$ cat config.mk
export PLATFORM = sky130hd
export DESIGN_NAME = pc_fetch_unit
export DESIGN_NICKNAME = d
export VERILOG_FILES = /design/src/rtl/cpu_pkg.sv /design/src/rtl/ifid_reg.sv /design/src/rtl/pc_fetch_unit.sv
export SDC_FILE = /design/constraint.sdc
export NUM_CORES = 1
export LEC_CHECK = 0
export ABC_CLOCK_PERIOD_IN_PS = 2550
export BUFFER_PORTS_ARGS = -buffer_cell sky130_fd_sc_hd__buf_4
export CORE_MARGIN = 1.5
export CORE_UTILIZATION = 52
export DETAILED_ROUTE_END_ITERATION = 12
export PLACE_DENSITY = 0.83
export SYNTH_ARGS = -nofsm -noshare
export SYNTH_HDL_FRONTEND = slang
export SYNTH_SLANG_ARGS = --single-unit
$ cat constraint.sdc
create_clock -name clk -period 2.55 [get_ports clk]
set_clock_uncertainty 0.2 [all_clocks]
set_input_delay 0 -clock clk [delete_from_list [all_inputs] [get_ports clk]]
set_output_delay 0 -clock clk [all_outputs]
set_load 0.02 [all_outputs]
$ cat src/rtl/cpu_pkg.sv
// rtl/cpu_pkg.sv - shared CPU types and constants for the fetch front end
package cpu_pkg;

  localparam logic [31:0] RESET_PC_DEFAULT = 32'h0040_0030;
  localparam int          INSTR_W          = 32;

  typedef enum logic [1:0] {
    REQ,
    WAIT,
    HOLD
  } fetch_state_t;

endpackage

$ cat src/rtl/ifid_reg.sv
// rtl/ifid_reg.sv - IF/ID pipeline register with load, hold and bubble controls
module ifid_reg
  import cpu_pkg::*;
(
  input  logic               clk,
  input  logic               rst_n,
  input  logic               flush,
  input  logic               load,
  input  logic               hold,
  input  logic [INSTR_W-1:0] next_instr,
  input  logic [31:0]        next_pc,
  input  logic [31:0]        next_pc4,
  output logic               valid,
  output logic [INSTR_W-1:0] instr,
  output logic [31:0]        pc,
  output logic [31:0]        pc4
);

  // Flush beats hold: a redirect must bubble decode even while stalled.
  always_ff @(posedge clk) begin
    if (!rst_n) begin
      valid <= 1'b0;
      instr <= '0;
      pc    <= '0;
      pc4   <= '0;
    end else if (flush) begin
      valid <= 1'b0;
    end else if (load) begin
      valid <= 1'b1;
      instr <= next_instr;
      pc    <= next_pc;
      pc4   <= next_pc4;
    end else if (!hold) begin
      valid <= 1'b0;
    end
  end

endmodule

$ cat src/rtl/pc_fetch_unit.sv
// rtl/pc_fetch_unit.sv - instruction fetch FSM: owns the PC, one outstanding imem read,
// feeds the IF/ID register
module pc_fetch_unit
  import cpu_pkg::*;
#(
  parameter logic [31:0] RESET_PC = RESET_PC_DEFAULT
) (
  input  logic               clk,
  input  logic               rst_n,
  input  logic               stall_i,
  input  logic               redirect_i,
  input  logic [31:0]        redirect_pc_i,
  output logic               imem_req_o,
  output logic [31:0]        imem_addr_o,
  input  logic               imem_ready_i,
  input  logic               imem_rvalid_i,
  input  logic [INSTR_W-1:0] imem_rdata_i,
  output logic               ifid_valid_o,
  output logic [INSTR_W-1:0] ifid_instr_o,
  output logic [31:0]        ifid_pc_o,
  output logic [31:0]        ifid_pc4_o
);

  fetch_state_t       state;
  logic [31:0]        pc;
  logic [31:0]        pc_plus4;
  logic               drop;
  logic [INSTR_W-1:0] hold_buf;
  logic               ifid_load;
  logic [INSTR_W-1:0] ifid_next_instr;

  assign pc_plus4    = pc + 32'd4;
  assign imem_req_o  = (state == REQ);
  assign imem_addr_o = pc;

  assign ifid_load = !redirect_i && !stall_i &&
                     ((state == WAIT && imem_rvalid_i && !drop) || state == HOLD);
  assign ifid_next_instr = (state == HOLD) ? hold_buf : imem_rdata_i;

  always_ff @(posedge clk) begin
    if (!rst_n) begin
      state    <= REQ;
      pc       <= RESET_PC;
      drop     <= 1'b0;
      hold_buf <= '0;
    end else if (redirect_i) begin
      pc <= redirect_pc_i & ~32'd3;
      case (state)
        REQ: begin
          // An accepted read to the old address still owes us a response.
          if (imem_ready_i) begin
            state <= WAIT;
            drop  <= 1'b1;
          end
        end
        WAIT: begin
          if (imem_rvalid_i) begin
            state <= REQ;
            drop  <= 1'b0;
          end else begin
            drop <= 1'b1;
          end
        end
        default: state <= REQ;
      endcase
    end else begin
      case (state)
        REQ: begin
          if (imem_ready_i) state <= WAIT;
        end
        WAIT: begin
          if (imem_rvalid_i) begin
            if (drop) begin
              drop  <= 1'b0;
              state <= REQ;
            end else if (!stall_i) begin
              pc    <= pc_plus4;
              state <= REQ;
            end else begin
              hold_buf <= imem_rdata_i;
              state    <= HOLD;
            end
          end
        end
        HOLD: begin
          if (!stall_i) begin
            pc    <= pc_plus4;
            state <= REQ;
          end
        end
        default: state <= REQ;
      endcase
    end
  end

  ifid_reg u_ifid_reg (
    .clk        (clk),
    .rst_n      (rst_n),
    .flush      (redirect_i),
    .load       (ifid_load),
    .hold       (stall_i),
    .next_instr (ifid_next_instr),
    .next_pc    (pc),
    .next_pc4   (pc_plus4),
    .valid      (ifid_valid_o),
    .instr      (ifid_instr_o),
    .pc         (ifid_pc_o),
    .pc4        (ifid_pc4_o)
  );

endmodule
Word level (Yosys, flattened, before mapping)
Index checks and enable logic that the tools add are counted.
W data, S select, Z words.
{"block": "op_classes", "add_sub_neg": 1, "n_eq_ne": 9, "mux": 23, "n_bitwise": 3, "n_reduce_logical": 21}
{"op": "$mux W32", "n": 5}
{"op": "$pmux W32 S2", "n": 1}
{"op": "$add A32 B3 Y32 const B", "n": 1}
{"op": "$mux W2", "n": 7}
{"op": "$ne A3 B3 Y1 const B", "n": 3}
{"op": "$reduce_bool A2 Y1", "n": 4}
{"op": "$mux W1", "n": 7}
{"op": "$pmux W2 S3", "n": 1}
{"op": "$reduce_and A3 Y1", "n": 2}
{"op": "$reduce_and A5 Y1", "n": 1}
{"op": "$logic_and A1 B1 Y1", "n": 4}
{"op": "$ne A2 B2 Y1 const B", "n": 2}
{"op": "$pmux W2 S2", "n": 1}
{"op": "$reduce_and A2 Y1", "n": 2}
{"op": "$reduce_and A4 Y1", "n": 1}
{"op": "$logic_not A1 Y1", "n": 3}
{"op": "$ne A3 B2 Y1 const B", "n": 1}
{"op": "$not A1 Y1", "n": 3}
{"op": "$reduce_bool A3 Y1", "n": 1}
{"op": "$eq A2 B1 Y1 const B", "n": 1}
{"op": "$eq A2 B2 Y1 const B", "n": 1}
{"op": "$logic_not A2 Y1", "n": 1}
{"op": "$ne A2 B1 Y1 const B", "n": 1}
{"op": "$pmux W1 S2", "n": 1}
{"op": "other kinds (2)", "n": 2}
{"block": "word_totals", "reg_bits": 164, "in_bits": 70, "out_inout_bits": 130}

Logic depth before layout (Yosys ltp)
Gate-level depths: netlist of the first run.
{"block": "logic_depth", "ltp_word": 6, "depth_mapped": 7, "depth_no_buf": 5}

By module
A second synthesis of the first run with hierarchy kept.
{"block": "hier_totals", "cells_unflattened": 885, "area_unflattened_um2": 7719.9}
{"mod": "pc_fetch_unit", "instances": 1, "cells_each": 465, "area_each_um2": 3865.0, "seq_area_each_um2": 1301.2}
{"mod": "ifid_reg", "instances": 1, "cells_each": 420, "area_each_um2": 3854.9, "seq_area_each_um2": 1941.9}

Worst setup path before layout of the first run
Ideal clock, no wire load.
{"block": "synth_timing", "path_kind": "reg2reg", "startpoint": "register pc[2], in the netlist imem_addr_o[2]", "endpoint": "register pc[20], in the netlist imem_addr_o[20]", "setup_ns": 0.074, "arrival_time_ns": 2.057, "required_ns": 2.276, "slack_ns": 0.219, "stages_incl_launch_ff": 8, "path_buffers": 2, "path_cell_list": "dfxtp_1 ha_1 and3_1 clkbuf_1 nand3_1 clkbuf_1 or4_1 a31oi_1"}
{"block": "synth_via", "elab_chain_cells": 6}
{"element": "from (decl)", "line": "pc_fetch_unit.sv:25", "source": "logic [31:0] pc;"}
{"element": "from (signal assigned)", "line": "pc_fetch_unit.sv:47", "source": "pc <= redirect_pc_i & ~32'd3;"}
{"element": "from (signal assigned)", "line": "pc_fetch_unit.sv:77", "source": "pc <= pc_plus4;"}
{"element": "from (signal assigned)", "line": "pc_fetch_unit.sv:87", "source": "pc <= pc_plus4;"}
{"element": "$add A32 B3 Y32 *", "line": "pc_fetch_unit.sv:32", "source": "assign pc_plus4 = pc + 32'd4;"}
{"element": "$mux W32 *", "line": "pc_fetch_unit.sv:76, pc_fetch_unit.sv:86"}
{"element": "$mux W32", "line": "pc_fetch_unit.sv:73", "source": "if (drop) begin"}
{"element": "$mux W32", "line": "pc_fetch_unit.sv:72", "source": "if (imem_rvalid_i) begin"}
{"element": "$pmux W32 S2 *", "line": "pc_fetch_unit.sv:67", "source": "case (state)"}
{"element": "$mux W32 *", "line": "pc_fetch_unit.sv:46", "source": "end else if (redirect_i) begin"}
Every way passes the cells marked *; elsewhere a longest branch is shown, timed or not. The select of a mux whose other input is x is not followed.
A chain may end at the register's enable or synchronous reset.

Worst setup path after layout of the first run
{"block": "layout_timing", "startpoint": "register state[0]", "endpoint": "register pc[5], in the netlist imem_addr_o[5]"}
{"block": "layout_via", "elab_chain_cells": 3, "elab_cells_between_ends": 8, "cone_classes": "eq/ne (4); mux (2); reduce/logical (2)"}
{"element": "from (decl)", "line": "pc_fetch_unit.sv:24", "source": "fetch_state_t state;"}
{"element": "from (signal assigned)", "line": "pc_fetch_unit.sv:42", "source": "state <= REQ;"}
{"element": "from (signal assigned)", "line": "pc_fetch_unit.sv:52", "source": "state <= WAIT;"}
{"element": "from (signal assigned)", "line": "pc_fetch_unit.sv:58", "source": "state <= REQ;"}
{"element": "$eq A2 B1 Y1 / $eq A2 B2 Y1 (equally long branches)", "line": "pc_fetch_unit.sv:67"}
{"element": "$ne A3 B3 Y1 (no source line), or another cell as far along"}
{"element": "$reduce_and A3 Y1 (no source line) / $mux W32 (equally long branches)"}
Parallel ways exist; a longest one is shown, timed or not.

==> metrics.txt, run 1 <==
status=completed; Max stage delay on crit path=0.57 ns; Yosys top cell by area=dfxtp_1; peak supply drop=approximately 0.00046 V; Max-slew headroom=57.5%; first-pass GRT wire length=37.3 mm; antenna violations before repair=0; H-tree Lvls=4; DR DRC count=0; Avg WL per Cell=approximately 18 microns; DIE WIDTH=120 microns; CP Max Fanout=28; vias per cell=5.86; final hold viol count=0; CTS max path bufs=2; total die area=14400 sq um; Netlist cell types=50; LEAKAGE=3.94 nW; asr flop ratio synth=0%; Slowest-stage cell, CP=dlygate4sd3_1; IO Pins=200; top_reg_cell synth=dfxtp_1; r2r endpoint=imem_addr_o[5]$_SDFFE_PN1P_; final worst path period need=2.49 ns; cts bufs inserted=17; sequential share of the synthesized area=~44%; setup violators final=0; Post-Route WL=23.8 mm; gr usage total=32.6%; initial drt markers=798; Starting Density=53.6%; Cell Area, Synth=just over 7000 sq um; final cycle utilization of the critical path=97.6%; reg2reg start=state[0]$_SDFFE_PN0P_; postcts setup bufs=0; worst hold path type=in -> reg; #FFs+latches synth=158; RSZ-0062 raised after global routing=true; yosys warns=0; core area=13300 sq um; drt first pass iters=6; worst setup path start=state[0]$_SDFFE_PN0P_; Mapped Avg Cell Area=about 7.9 sq um; CP Data Required Time=2.66 ns; via count=7882; n_diodes=0; top area cells in the synthesized netlist=dfxtp_1 (44%), nand2_1 (11%), a21oi_1 (5.8%); setup total negative slack=0 ns; Area growth, synth to finish=44.1%; Setup crit end=imem_addr_o[5]$_SDFFE_PN1P_; Clock transition at path regs=approximately 0.06 ns; largest net degree at the start of global routing=47; Final Max Slew Viols=0; f_max=0.402 GHz; Final GP Congestion=about 0.9; post-route ant nets=0; CTS sink count=approximately 160; port buffer count=191; nets=1226; Worst setup SP type=register; R2R depth=6; top cell type's share of synthesized area=44.4%; Die H=120 microns; root buffer cell=clkbuf_16; Power Density=586 nW/um^2; CTS tree=built; Post-Syn Instances=906; crit path kind=reg -> reg; HPWL after DPL=14.6 mm; Critical Path Sink Type=register; vias in the first global route=between 7000 and 8000; GRT overflow=0; EDFF count, synth=0; max_cap viols=0; row count=42; worst skew pair latency=0.43 ns; WHS=0.179 ns; layout cells sized above 1=24.6%; Worst-Margin Slew=0.637 ns; crit path cell chain=nor4bb_2, o21ai_1, buf_4, or3_1, o311a_1, dlygate4sd3_1; flop-to-flop setup slack=a little over 0.06 ns; arrival time at the worst endpoint=2.60 ns
[worst max-delay path: cells and delay by family (launching register included)]
family	cells	cell delay [ns]
buffers and inverters	2	0.80
and+or+nand+nor	2	0.72
DFF	1	0.45
AOI/OAI and AO/OA	2	0.21
[cell type report]
class | instances | area (sq um)
well taps | 176 | 220
flip-flops and latches | 158 | 3160
clock inverters | 13 | 154
clock buffers | 19 | 443
fillers | 899 | 3040
multi-input cells | 652 | 3570
repair buffers | 321 | 2690
inverters | 5 | 20.0
[layout by cell type (no fill, tap or decap), types with 15 or more instances in the layout]
master | netlist | routed
buf_4 | 6 | 237
a31oi_1 | 17 | 17
a21oi_1 | 83 | 83
clkbuf_16 | 0 | 17
o21ai_0 | 47 | 47
nor2_1 | 55 | 55
or4_1 | 21 | 21
a311oi_1 | 36 | 36
nand2_1 | 209 | 209
dlygate4sd3_1 | 0 | 77
dfxtp_1 | 158 | 158
xnor2_1 | 15 | 15
or3_1 | 16 | 16
nand3_1 | 25 | 25
[repair_timing]
| action | CTS | global route |
|---|---|---|
| endpoints found under the setup margin | 0 | 2 |
| hold buffers | 77 | 0 |
| gates resized for setup | 0 | 3 |
| hold endpoints to repair | 110 | 0 |
[where the power goes]
part	internal (mW)	leakage [nW]	switching (mW)	total, mW
Clock	1.50	0.297	1.09	2.58
Sequential	2.54	1.28	0.0766	2.62
Combinational	0.376	2.36	0.430	0.805
Total	4.42	3.94	1.59	6.01
[cell families after synthesis]
family / Yosys count / synth area share [%]
flops: 158 / 44.4
buf+inv: 101 / 6.27
compound gates: 236 / 21.0
xor+xnor: 20 / 2.46
other cells: 1 / 0.0527
fa+ha+maj: 1 / 0.176
simple gates: 389 / 25.6
[how the worst min path moves through the flow]
stage,start,to,slack [ns],depth (start not counted)
2_1_floorplan,redirect_pc_i[22],imem_addr_o[22]$_SDFFE_PN1P_,-0.07,1
3_3_place_gp,redirect_pc_i[22],imem_addr_o[22]$_SDFFE_PN1P_,0.03,2
3_5_place_dp,redirect_pc_i[22],imem_addr_o[22]$_SDFFE_PN1P_,0.03,2
4_1_cts,redirect_pc_i[22],imem_addr_o[22]$_SDFFE_PN1P_,0.14,3
5_1_grt,redirect_pc_i[22],imem_addr_o[22]$_SDFFE_PN1P_,0.19,3
6_report,redirect_pc_i[22],imem_addr_o[22]$_SDFFE_PN1P_,0.18,3
[per-stage QoR]
| stage | total power, mW | utilization, % | instances | cell area (sq um) | setup WS (ns) |
|---|---|---|---|---|---|
| floorplan | 3.03 | - | 911 | 7140 | 0.219 |
| global placement | 3.34 | 66.8 | 1235 | 8880 | 0.293 |
| detailed placement | 3.35 | 66.8 | 1235 | 8880 | 0.219 |
| CTS | 5.99 | 77.1 | 1344 | 10200 | 0.0635 |
| global route | 6.19 | 77.2 | 1344 | 10300 | -0.0156 |
| finish | 6.01 | 77.2 | 1344 | 10300 | 0.0605 |
[sequential cells by signal, summed over array words and instances (netlist names)]
| signal | count |
|---|---|
| u_ifid_reg.valid | 1 |
| drop | 1 |
| u_ifid_reg.instr | 32 |
| state | 2 |
| imem_addr_o | 30 |
| hold_buf | 32 |
| u_ifid_reg.pc | 30 |
| u_ifid_reg.pc4 | 30 |
[synthesized netlist by cell type (14+ instances only)]
| library cell | number |
|---|---|
| a21oi_1 | 83 |
| a311oi_1 | 36 |
| a31oi_1 | 17 |
| buf_2 | 36 |
| clkbuf_1 | 52 |
| dfxtp_1 | 158 |
| nand2_1 | 209 |
| nand3_1 | 25 |
| nand4_1 | 14 |
| nor2_1 | 55 |
| o21ai_0 | 47 |
| or3_1 | 16 |
| or4_1 | 21 |
| xnor2_1 | 15 |
[layer usage]
metal | track usage (%) | vias up | wire [microns]
li1 | - | 3714 | -
met1 | 38.7 | 3662 | 9370
met2 | 54.9 | 432 | 11500
met3 | 7.84 | 74 | 2140
met4 | 16.5 | 0 | 771
met5 | 0 | - | 0
(Power assumes the default switching activity.)
==> run 2: changes to the inputs <==
GPL_ROUTABILITY_DRIVEN = 0   (was default)
RECOVER_POWER = 100   (was default)
==> run 2 against run 1 <==
First-iteration DRC count rose by 0.88%. Critical path depth is the same. Global-route usage unchanged. Clock-buffer cell count stayed put. Critical path type unchanged. Via count rose by 0.88%. Sequential cell count unchanged. Register-to-register slack lost 0.02 ns. Cell area decreased by 5.2%. Die area is the same.
==> metrics.txt, run 2 (same netlist as run 1, synthesis figures left out) <==
antenna violations before repair=0 (unchanged); worst skew pair latency=0.44 ns (about the same); Max-slew headroom=53.7% (-3.8 points); total power=5.95 mW (-1.0%); nets=1226 (unchanged); post-route ant nets=0 (unchanged); status=completed; final hold viol count=0 (unchanged); commonest non-fill, non-tap cells in the layout=nand2_1 (209), dfxtp_1 (158), clkbuf_1 (133); crit path kind=reg -> reg; root buffer cell=clkbuf_16; R2R depth=6 (unchanged); cts bufs inserted=17 (unchanged); LEAKAGE=3.39 nW (-14%); reg2reg start=state[0]$_SDFFE_PN0P_; Clock transition at path regs=0.07 ns (about the same); IO Pins=200 (unchanged); Post-Route WL=23.7 mm (-0.21%); leading cell type in the layout, fill and taps excluded=nand2_1; Die H=120 microns (unchanged); CP Max Fanout=28 (unchanged); GRT overflow=0 (unchanged); CP Data Required Time=2.67 ns (about the same); H-tree Lvls=4 (unchanged); max_cap viols=0 (unchanged); total die area=14400 sq um (unchanged); area of the multi-input gates=3560 sq um (-0.21%); Worst setup SP type=register; Critical Path Sink Type=register; vias per cell=5.92 (+0.88%); RSZ-0062 raised after global routing=true; core area=13300 sq um (unchanged); first-pass GRT wire length=37.3 mm (unchanged); vias in the first global route=7585 (unchanged); Power Density=612 nW/um^2 (+4.4%); r2r endpoint=imem_addr_o[5]$_SDFFE_PN1P_; Final Max Slew Viols=0 (unchanged); Hold Startpoint=imem_rdata_i[27]; biggest regs=hold_buf (32), u_ifid_reg.instr (32); drt first pass iters=5 (-1); setup violators final=0 (unchanged); postcts setup bufs=0 (unchanged); Endpoint, Worst Hold=hold_buf[27]$_SDFFE_PN0P_; worst hold path type=in -> reg; CTS sink count=158 (unchanged); arrival time at the worst endpoint=2.63 ns (+0.03 ns); via count=7951 (+0.88%); Register Area=3160 sq um (unchanged); fin util=73.2% (-4.0 points); flop-to-flop setup slack=0.04 ns (-0.02 ns); f_max=0.399 GHz (-0.72%); Area growth, synth to finish=36.6%; row count=42 (unchanged); largest net degree at the start of global routing=47 (unchanged); worst hold stages=4 (+1); initial drt markers=805 (+0.88%); gr usage total=32.6% (unchanged); peak supply drop=0.000469 V (+1.3%); port buffer count=191 (unchanged); final cycle utilization of the critical path=98.3% (+0.70 points); Setup Slack @ Placement=0.219 ns (unchanged); Avg WL per Cell=17.7 microns (-0.21%); DR DRC count=0 (unchanged); dpl cells=1235 (unchanged); n_diodes=0 (unchanged); final worst slack=0.0425 ns (-0.0180 ns); Fillers=1069 (+19%); HPWL after DPL=14.6 mm (unchanged); CTS tree=built; final worst path period need=2.51 ns (+0.0180 ns); CTS max path bufs=2 (unchanged); Starting Density=53.6% (unchanged); DIE WIDTH=120 microns (unchanged); layout cells sized above 1=13.1% (-11 points); fin cells=1344 (unchanged); Worst-Margin Slew=0.695 ns (+0.0573 ns)
run 2: cell types whose count changed in the layout (fill, tap and decap cells not counted), sizes merged:
cell | previous run | this run
clkbuf | 19 | 153
buf | 244 | 110
run 2: critical path, cell delays in order (launching register included):
cell and delay (ns):
dfxtp_1 0.46, nor4bb_2 0.34, o21ai_1 0.10, buf_4 0.23, or3_1 0.39, o311a_1 0.11, dlygate4sd3_1 0.57
run 2: routing by layer:
| metal | up-vias | share of wire, % | track usage, % |
|---|---|---|---|
| met5 | - | 0 | 0 |
| met4 | 0 | 3.1 | 16.5 |
| met3 | 67 | 9.0 | 7.84 |
| met2 | 456 | 49 | 54.9 |
| met1 | 3711 | 39 | 38.7 |
| li1 | 3717 | - | - |
run 2: worst max-delay path by stage:
stage               depth (start not counted)                         from  slack, ns                      endpoint
floorplan                                   7  imem_addr_o[2]$_SDFFE_PN0P_       0.22  imem_addr_o[20]$_SDFFE_PN0P_
global route                                6        state[0]$_SDFFE_PN0P_      -0.02   imem_addr_o[5]$_SDFFE_PN1P_
CTS                                         6        state[0]$_SDFFE_PN0P_       0.06   imem_addr_o[5]$_SDFFE_PN1P_
finish                                      6        state[0]$_SDFFE_PN0P_       0.04   imem_addr_o[5]$_SDFFE_PN1P_
detailed placement                          5        state[1]$_SDFFE_PN0P_       0.22   imem_addr_o[9]$_SDFFE_PN0P_
global placement                            5        state[1]$_SDFFE_PN0P_       0.29   imem_addr_o[9]$_SDFFE_PN0P_
run 2: final cells by class:
class	count	share of cell area, %
clock buffer	19	4.55
clock inverter	13	1.58
inverter	5	0.206
multi-input combinational	652	36.6
sequential	158	32.5
tap	176	2.26
timing repair buffer	321	22.3
run 2: timing repair:
action / 4_1_cts / 5_1_grt
endpoints found under the hold margin: 110 / 0
resized for setup: 0 / 3
hold buffers: 77 / 0
setup endpoints to repair: 0 / 2
run 2: where the power goes:
group          internal (mW)  total [mW]  switching [mW]  leakage, nW
registers               2.54        2.62          0.0758         1.28
logic                  0.316       0.744           0.427         1.81
clock network           1.50        2.59            1.09        0.297
total                   4.36        5.95            1.59         3.39
run 2: through the flow:
step | hold slack, ns | setup TNS (ns) | area [sq um]
floorplan | -0.0714 | 0 | 7140
global placement | 0.0254 | 0 | 8880
detailed placement | 0.0346 | 0 | 8880
CTS | 0.144 | 0 | 10200
global route | 0.185 | -0.0254 | 9730
finish | 0.175 | 0 | 9730
==> run 3: changes to the inputs <==
CORE_UTILIZATION = 40   (was 52)
PLACE_DENSITY = 0.67   (was 0.83)
==> run 3 against run 2 <==
Clock-buffer cell count down 2. Die area up 29%. Combinational power down 1%. Via count down 5.1%. Sequential share of layout area down 0.13 points. Non-clock buffer count down 1. Global-route usage down 7.7 points. Critical path depth down 1. Critical endpoint is now u_ifid_reg.pc4[30]$_SDFFE_PN0P_.
==> metrics.txt, run 3 (same netlist as run 1, synthesis figures left out) <==
r2r endpoint=u_ifid_reg.pc4[30]$_SDFFE_PN0P_; Avg WL per Cell=16.7 microns (-5.3%); CTS sink count=158 (unchanged); LEAKAGE=3.38 nW (-0.23%); leading cell type in the layout, fill and taps excluded=nand2_1; total die area=18600 sq um (+29%); Clk pwr share=43.5% (about the same); Worst-Margin Slew=0.992 ns (+0.297 ns); first-pass GRT wire length=36.4 mm (-2.5%); DIE WIDTH=136 microns (+14%); commonest non-fill, non-tap cells in the layout=nand2_1 (209), dfxtp_1 (158), clkbuf_1 (129); HPWL after DPL=15.1 mm (+3.7%); status=completed; peak supply drop=0.000451 V (-3.7%); CTS tree=built; Sw Ratio=28.2% (+1.4 points); Power Density=607 nW/um^2 (-0.80%); IO Pins=200 (unchanged); worst hold stages=3 (-1); biggest regs=hold_buf (32), u_ifid_reg.instr (32); post-route ant nets=0 (unchanged); root buffer cell=clkbuf_16; vias per cell=5.42 (-8.4%); Hold Startpoint=redirect_pc_i[22]; n_diodes=0 (unchanged); area of the multi-input gates=3560 sq um (unchanged); f_max=0.409 GHz (+2.6%); Design Area, Final=9770 sq um (+0.41%); core area=17400 sq um (+31%); drt first pass iters=5 (unchanged); Max-slew headroom=33.9% (-20 points); max_cap viols=0 (unchanged); Internal=4.26 mW (-2.3%); Die H=136 microns (+14%); CP Data Required Time=2.69 ns (+0.02 ns); largest net degree at the start of global routing=93 (+98%); fin util=56.3% (-17 points); initial drt markers=459 (-43%); via count=7547 (-5.1%); final hold viol count=0 (unchanged); RSZ-0062 raised after global routing=false; total power=5.93 mW (-0.40%); setup violators final=0 (unchanged); Endpoint, Worst Hold=imem_addr_o[22]$_SDFFE_PN1P_; layout cells sized above 1=13.4% (+0.27 points); worst hold path type=in -> reg; Switching Power=1.67 mW (+4.7%); GRT overflow=0 (unchanged); flop-to-flop setup slack=0.11 ns (+0.06 ns); gr usage total=25.0% (-7.7 points); Post-Route WL=23.3 mm (-1.9%); Critical Path Sink Type=register; final cycle utilization of the critical path=95.9% (-2.5 points); antenna violations before repair=0 (unchanged); vias in the first global route=7035 (-7.3%); port buffer count=191 (unchanged); Final Max Slew Viols=0 (unchanged); reg2reg start=imem_addr_o[14]$_SDFFE_PN0P_; arrival time at the worst endpoint=2.59 ns (-0.04 ns); final worst path period need=2.44 ns (-0.0626 ns); cts bufs inserted=17 (unchanged); Seq pwr share=44.1% (about the same); H-tree Lvls=4 (unchanged); Register Area=3160 sq um (unchanged); Area growth, synth to finish=37.2%; crit path kind=reg -> reg; Worst setup SP type=register; CTS max path bufs=2 (unchanged); setup total negative slack=0 ns (unchanged); worst skew pair latency=0.43 ns (about the same); R2R depth=5 (-1); Fillers=1742 (+63%); Starting Density=41.0% (-13 points); row count=48 (+14%); CP Max Fanout=10 (-64%); area post-placement=8880 sq um (about the same); nets=1225 (-0.082%); Combinational Power Share=12.4% (about the same); Clock transition at path regs=0.07 ns (about the same); DR DRC count=0 (unchanged)
-- run 3: cell types whose count changed in the layout (fill, tap and decap cells not counted), sizes merged --
cell	before	now
clkinvlp	0	3
dlygate4sd3	77	78
buf	110	112
clkbuf	153	147
clkinv	5	3
bufinv	2	1
inv	11	13
-- run 3: worst max-delay path by stage --
stage | slack, ns | cells after the start | from | to
2_1_floorplan | 0.22 | 7 | imem_addr_o[2]$_SDFFE_PN0P_ | imem_addr_o[20]$_SDFFE_PN0P_
3_3_place_gp | 0.18 | 5 | state[1]$_SDFFE_PN0P_ | imem_addr_o[9]$_SDFFE_PN0P_
3_5_place_dp | 0.14 | 5 | state[0]$_SDFFE_PN0P_ | u_ifid_reg.instr[11]$_SDFFE_PN0P_
4_1_cts | 0.11 | 5 | state[0]$_SDFFE_PN0P_ | imem_addr_o[6]$_SDFFE_PN0P_
5_1_grt | 0.02 | 5 | imem_addr_o[14]$_SDFFE_PN0P_ | u_ifid_reg.pc4[30]$_SDFFE_PN0P_
6_report | 0.11 | 5 | imem_addr_o[14]$_SDFFE_PN0P_ | u_ifid_reg.pc4[30]$_SDFFE_PN0P_
-- run 3: critical path, cell delays in order, from the launching register on --
cell	delay, ns
dfxtp_1	0.32
clkbuf_1	0.42
nand4_1	0.31
or3_1	0.45
or4_1	0.41
a311oi_1	0.25
-- run 3: power by group through the flow --
stage / Combinational [mW] / Clock [mW] / Sequential (mW)
2_1_floorplan: 0.300 / 0 / 2.73
3_3_place_gp: 0.674 / 0 / 2.67
3_5_place_dp: 0.677 / 0 / 2.67
4_1_cts: 0.780 / 2.62 / 2.62
5_1_grt: 0.793 / 2.73 / 2.63
6_report: 0.733 / 2.58 / 2.62
-- run 3: layout make-up --
class	count	share of cell area (%)
clock buffers	17	4.36
clock inverters	15	1.73
inverters	5	0.205
multi-input cells	652	36.5
flip-flops and latches	158	32.4
well taps	225	2.88
repair buffers	320	22.0
-- run 3: layer usage --
metal,GRT usage [%],up-vias,part of all wire [%]
met5,0,-,0
met4,9.22,0,1.9
met3,4.92,30,7.5
met2,39.4,306,46
met1,33.8,3489,45
li1,-,3722,-
-- run 3: metrics by stage --
stage / setup slack [ns] / cells / hold WS, ns
6_report: 0.105 / 1392 / 0.157
5_1_grt: 0.0220 / 1392 / 0.167
4_1_cts: 0.110 / 1392 / 0.149
3_5_place_dp: 0.136 / 1282 / 0.0470
3_3_place_gp: 0.178 / 1282 / 0.0426
2_1_floorplan: 0.219 / 911 / -0.0714
-- run 3: what timing repair did --
item	CTS	global route
endpoints found under the hold margin	119	0
buffers inserted	0	0
resized for setup	0	1
setup endpoints to repair	0	30
hold buffers	78	0
